==> config.mk <==
export PLATFORM = sky130hd
export DESIGN_NAME = hwce_engine_ctrl_fsm
export DESIGN_NICKNAME = d
export VERILOG_FILES = /design/src/rtl/hwce_engine_ctrl_fsm.sv
export SDC_FILE = /design/constraint.sdc
export NUM_CORES = 1
export LEC_CHECK = 0
export ABC_AREA = 0
export CAP_MARGIN = 20
export CORE_UTILIZATION = 40
export DETAILED_ROUTE_END_ITERATION = 16
export HOLD_SLACK_MARGIN = 0.05
export PLACE_DENSITY = 0.67
export SLEW_MARGIN = 20
export SYNTH_ARGS = -nofsm -noshare
export SYNTH_HDL_FRONTEND = slang
export SYNTH_SLANG_ARGS = --single-unit
==> constraint.sdc <==
create_clock -name clk -period 13 [get_ports clk]
set_clock_uncertainty 0.15 [all_clocks]
set_input_delay 2.6 -clock clk [delete_from_list [all_inputs] [get_ports clk]]
set_output_delay 2.6 -clock clk [all_outputs]
set_load 0.01 [all_outputs]
==> src/rtl/hwce_engine_ctrl_fsm.sv <==
// HWCE convolution engine control FSM: line-buffer preload, overlapped
// weight load, streaming run and automatic output-group looping.
module hwce_engine_ctrl_fsm #(
  parameter int LINEBUF_W_MAX = 64,
  parameter int FS_MAX        = 7,
  parameter int OG_W          = 8,
  parameter int CNT_W = $clog2(LINEBUF_W_MAX*(FS_MAX-1)+FS_MAX)
) (
  input  logic            clk,
  input  logic            rst,
  input  logic            clear,
  input  logic            engine_start,
  input  logic [15:0]     linebuf_length,
  input  logic [2:0]      filter_size,
  input  logic [2:0]      zero_padding_i,
  input  logic [OG_W-1:0] n_og_i,
  input  logic            x_in_valid,
  input  logic            x_in_ready,
  input  logic            x_in_feat_update,
  input  logic            y_out_feat_update,
  input  logic            weight_done,
  output logic            weight_start,
  output logic            hold_o,
  output logic            sop_clear,
  output logic [OG_W-1:0] n_og_o,
  output logic [3:0]      fsm_state_o,
  output logic            busy_o,
  output logic            done_o,
  output logic            exception_o
);

  typedef enum logic [3:0] {
    IDLE    = 4'b0000,
    PLWL    = 4'b1001,
    PRELOAD = 4'b0001,
    WAITW   = 4'b0101,
    RUN     = 4'b0011,
    CHG     = 4'b0010,
    TERM    = 4'b0110,
    ERR     = 4'b1111
  } state_t;

  state_t          state;
  logic [CNT_W-1:0] cnt;
  logic [OG_W-1:0] og_cnt;
  logic [15:0]     len_q;
  logic [2:0]      k_q;
  logic [1:0]      zp_q;
  logic [OG_W-1:0] n_og_q;

  logic            hs;
  logic            fill;
  logic            k_legal;
  logic            last_og;
  logic [31:0]     k_m1;
  logic [31:0]     pad;
  logic [31:0]     rows;
  logic [31:0]     cols;
  logic [31:0]     thr;
  logic [OG_W:0]   nxt_og;
  logic [OG_W-1:0] n_eff;
  logic            unused_nb;

  // bottom-padding flag does not affect the preload depth
  assign unused_nb = zero_padding_i[2];

  assign hs      = x_in_valid & x_in_ready;
  assign k_legal = filter_size[0];

  always_comb begin
    k_m1 = 32'(k_q) - 32'd1;
    pad  = k_m1 >> 1;
    rows = (zp_q[0] & ~zp_q[1]) ? k_m1 - pad : k_m1;
    cols = zp_q[0] ? k_m1 - pad : k_m1;
    thr  = 32'(len_q) * rows + cols;
  end

  assign fill    = hs & (32'(cnt) == thr);
  assign n_eff   = (n_og_q == '0) ? OG_W'(1) : n_og_q;
  assign nxt_og  = {1'b0, og_cnt} + (OG_W+1)'(1);
  assign last_og = nxt_og >= {1'b0, n_eff};

  assign fsm_state_o = state;
  assign busy_o      = state != IDLE;
  assign hold_o      = state == WAITW;
  assign n_og_o      = og_cnt;

  always_ff @(posedge clk) begin
    if (rst) begin
      state        <= IDLE;
      cnt          <= '0;
      og_cnt       <= '0;
      len_q        <= '0;
      k_q          <= '0;
      zp_q         <= '0;
      n_og_q       <= '0;
      weight_start <= 1'b0;
      sop_clear    <= 1'b1;
      done_o       <= 1'b0;
      exception_o  <= 1'b0;
    end else if (clear) begin
      state        <= IDLE;
      cnt          <= '0;
      weight_start <= 1'b0;
      sop_clear    <= 1'b1;
      done_o       <= 1'b0;
      exception_o  <= 1'b0;
    end else begin
      weight_start <= 1'b0;
      done_o       <= 1'b0;
      if (state == PLWL || state == PRELOAD)
        cnt <= cnt + CNT_W'(hs);
      else
        cnt <= '0;
      case (state)
        IDLE: if (engine_start) begin
          if (k_legal) begin
            len_q        <= linebuf_length;
            k_q          <= filter_size;
            zp_q         <= zero_padding_i[1:0];
            n_og_q       <= n_og_i;
            og_cnt       <= '0;
            weight_start <= 1'b1;
            state        <= PLWL;
            sop_clear    <= 1'b1;
          end else begin
            exception_o <= 1'b1;
            state       <= ERR;
            sop_clear   <= 1'b1;
          end
        end
        PLWL: begin
          if (fill && weight_done) begin
            state     <= RUN;
            sop_clear <= 1'b0;
          end else if (fill) begin
            state     <= WAITW;
            sop_clear <= 1'b1;
          end else if (weight_done) begin
            state     <= PRELOAD;
            sop_clear <= 1'b0;
          end
        end
        PRELOAD: if (fill) begin
          state     <= RUN;
          sop_clear <= 1'b0;
        end
        WAITW: if (weight_done) begin
          state     <= RUN;
          sop_clear <= 1'b0;
        end
        RUN: if (x_in_feat_update && x_in_ready) begin
          state     <= last_og ? TERM : CHG;
          sop_clear <= 1'b0;
        end
        CHG: if (y_out_feat_update) begin
          og_cnt       <= og_cnt + OG_W'(1);
          weight_start <= 1'b1;
          state        <= PLWL;
          sop_clear    <= 1'b1;
        end
        TERM: if (y_out_feat_update) begin
          done_o    <= 1'b1;
          state     <= IDLE;
          sop_clear <= 1'b1;
        end
        ERR: ;
        default: begin
          state     <= IDLE;
          sop_clear <= 1'b1;
        end
      endcase
    end
  end

endmodule
==> flow_summary.json <==
{
  "cts_tree": "yes",
  "finalSetupViolCount": 0,
  "antenna_cells": 0,
  "grt_overflow": 0,
  "clk_latency_ps": 310,
  "crit_required_ps": 13070,
  "yosysMostFrequentCell": "inv_1",
  "yosysSeqAreaShare": 0.124,
  "drive_gt1_frac": 0.0262,
  "async_flop_share": 0,
  "cts_resized": 0,
  "coreArea_um2": 21200,
  "fin_crit_ps": 9640,
  "ant_nets": 0,
  "firstDrtPassIters": 5,
  "drt_iter0_drc": 328,
  "ys.warnings.count": 0,
  "cp-end-kind": "flip-flop",
  "worst_pin_slew_ps": 981,
  "final_util": 0.457,
  "critPathMaxFanout": 16,
  "cts.path.max_buffers": 2,
  "power_density_nw_per_um2": 222,
  "via_per_inst": 5.08,
  "via_count": 6828,
  "grt_usage": 0.174,
  "cts_sinks": 54,
  "synth_edf_count": 0,
  "cap_violations": 0,
  "synthTopCellsByCount": "206 x inv_1, 134 x fa_1, 113 x nand2_1",
  "netlist_area_um2": 8690,
  "irDropWorstVdd_uv": 153,
  "clockPowerShare": 0.066,
  "finalPower_mw": 2.15,
  "hold_buffers": 0,
  "netSwitchingFraction": 0.540,
  "cts_root_buf": "clkbuf_16",
  "place_congestion": 0.899,
  "relSlewSlack": 0.346,
  "place_ws_ps": 3350,
  "die_w_um": 149,
  "grt_pass1_wl_mm": 31.6,
  "drv_slew": 0,
  "reg2reg_to": "fsm_state_o[2]",
  "initial_core_util": 0.411,
  "p_sw_mw": 1.16,
  "cts-buffers-inserted": 5,
  "tns_ps": 0,
  "portBuffers": 55,
  "worst_setup_path_start_kind": "flip-flop",
  "io_pins": 57,
  "dieHeight_um": 149,
  "layout.nets": 1321,
  "rr_startpoint": "k_q[0]",
  "synth_ff_type": "dfxtp_1",
  "p_leak_nw": 4.40,
  "htreeDepth": 2,
  "ys_types": 61,
  "synth_area_leaders": "fa_1 31%, dfxtp_1 12%, ha_1 11%, inv_1 8.9%, nand2_1 4.9%",
  "cpMostUsedCell": "fa_1",
  "fmax_ghz": 0.104,
  "rows": 53,
  "whs_ps": 313,
  "synth.top_cell.area_share": 0.309,
  "critPathLaunch": "k_q[0]",
  "outcome": "finished, final reports clean",
  "dp_hpwl_mm": 15.6,
  "reg2reg_slack_ps": 3360,
  "avgSynthCellArea_um2": 8.41,
  "period_share": 0.742,
  "yosysTopAreaCell": "fa_1",
  "power_frac_comb": 0.849,
  "ff2ff_path_depth": 30,
  "post-cts-setup-buffers": 0,
  "worstPathArrival_ps": 9710,
  "max_stage_delay_ps": 620,
  "first_global_vias": 6846,
  "syn2layout_area_growth_pct": 11.1,
  "dieArea_um2": 22300,
  "antenna_found_initial": 0,
  "endpoint": "fsm_state_o[2]",
  "worst_slack_ps": 3360,
  "synth-seq-cells": 54,
  "n_fill_cell": 2103,
  "rsz0062_at_grt": "no",
  "drcViolationCount": 0,
  "critPathKind": "flip-flop to flip-flop",
  "intPower_uw": 988,
  "path_clk_slew_ps": 80,
  "seq_power_share": 0.084,
  "syn-num-nets": 1285,
  "crit_slowest_cell": "fa_1",
  "hold_viol_final": 0,
  "hold_class": "flip-flop to flip-flop",
  "routed_wl_mm": 18.1,
  "grt_max_degree": 41,
  "syn_inst": 1033,
  "wl_per_cell_um": 13.4
}
## area by class of cell
type | count | area (µm²) | area share
Multi-Input combinational cell | 743 | 6730 | 0.696
Clock inverter | 3 | 28.8 | 0.00298
Tap cell | 275 | 344 | 0.0356
Timing Repair Buffer | 59 | 581 | 0.0601
Clock buffer | 5 | 125 | 0.0130
Sequential cell | 54 | 1080 | 0.112
Inverter | 206 | 773 | 0.0801
## power groups by stage
stage,combinational (mW),clock (mW),sequential [mW]
global placement,1.80,0,0.185
finish,1.82,0.142,0.181
global route,2.07,0.151,0.183
floorplan,1.44,0,0.180
detailed placement,1.81,0,0.185
CTS,1.83,0.146,0.181
## critical path: cells and delay by family, from the launching register on
kind            cells  cell delay [ps]
simple gates        4             1080
buf+inv             5              490
flops               1              380
compound gates     10             2540
xor+xnor            1              330
fa+ha+maj           9             4240
mux                 1              370
## layer usage
metal / track usage / wire length [µm] / vias to the layer above
met3: 0.0125 / 602 / 16
met5: 0 / 0 / -
met1: 0.233 / 8100 / 3306
met2: 0.307 / 9140 / 150
li1: - / - / 3356
met4: 0.0362 / 207 / 0
## worst min path at each step
stage	from	endpoint	slack, ps	cells past startpoint
after detailed placement	n_og_q[7]	n_og_q[7]	300	2
after floorplan	n_og_q[1]	n_og_q[1]	290	2
after CTS	n_og_q[7]	n_og_q[7]	310	2
after global placement	n_og_q[7]	n_og_q[7]	290	2
after global routing	n_og_q[7]	n_og_q[7]	330	2
final	n_og_q[7]	n_og_q[7]	310	2
## sequential cells by signal, summed over array words and instances (netlist names), 2 cells and up
signal       count
cnt              9
len_q           16
n_og_o           8
n_og_q           8
fsm_state_o      4
k_q              3
zp_q             2
## through the flow
step,cell area [µm²],std cells
floorplan,8690,1033
global placement,9500,1337
detailed placement,9500,1337
CTS,9660,1345
global route,9660,1345
finish,9660,1345
## layout by cell type, fill, tap and decap left out, types with 3 or more instances in the layout
cell type | synthesis | routed
clkbuf_16 | 0 | 5
a21oi_1 | 75 | 74
a31oi_1 | 5 | 5
dfxtp_1 | 54 | 54
xnor2_1 | 22 | 22
ha_1 | 79 | 79
fa_1 | 134 | 134
a21o_1 | 14 | 14
or2_2 | 4 | 4
clkdlybuf4s50_1 | 0 | 55
a211oi_1 | 10 | 10
nand2b_1 | 7 | 7
o211ai_1 | 5 | 5
nand3_1 | 22 | 22
nor2b_1 | 6 | 6
o2111ai_1 | 3 | 3
xor2_1 | 22 | 22
inv_1 | 206 | 206
mux2_2 | 3 | 3
nand3b_1 | 7 | 7
nor2_1 | 46 | 46
o21ai_1 | 4 | 4
or3_1 | 4 | 4
o21ai_0 | 33 | 33
mux2i_1 | 3 | 3
nor3_1 | 8 | 7
nand2_1 | 113 | 113
buf_4 | 0 | 4
nand4_1 | 6 | 6
nor4_1 | 3 | 3
and2_1 | 56 | 56
and3_1 | 13 | 13
## cell families (layout without fill, tap and decap cells)
kind of cell | count (synthesis) | count (layout) | synth area share
compound gates | 175 | 175 | 0.125
fa+ha+maj | 214 | 214 | 0.424
buf+inv | 236 | 273 | 0.103
simple gates | 304 | 304 | 0.172
xor+xnor | 44 | 44 | 0.0443
flops | 54 | 54 | 0.124
mux | 6 | 6 | 0.00734
Note: power is estimated with default switching activity, not from simulation.
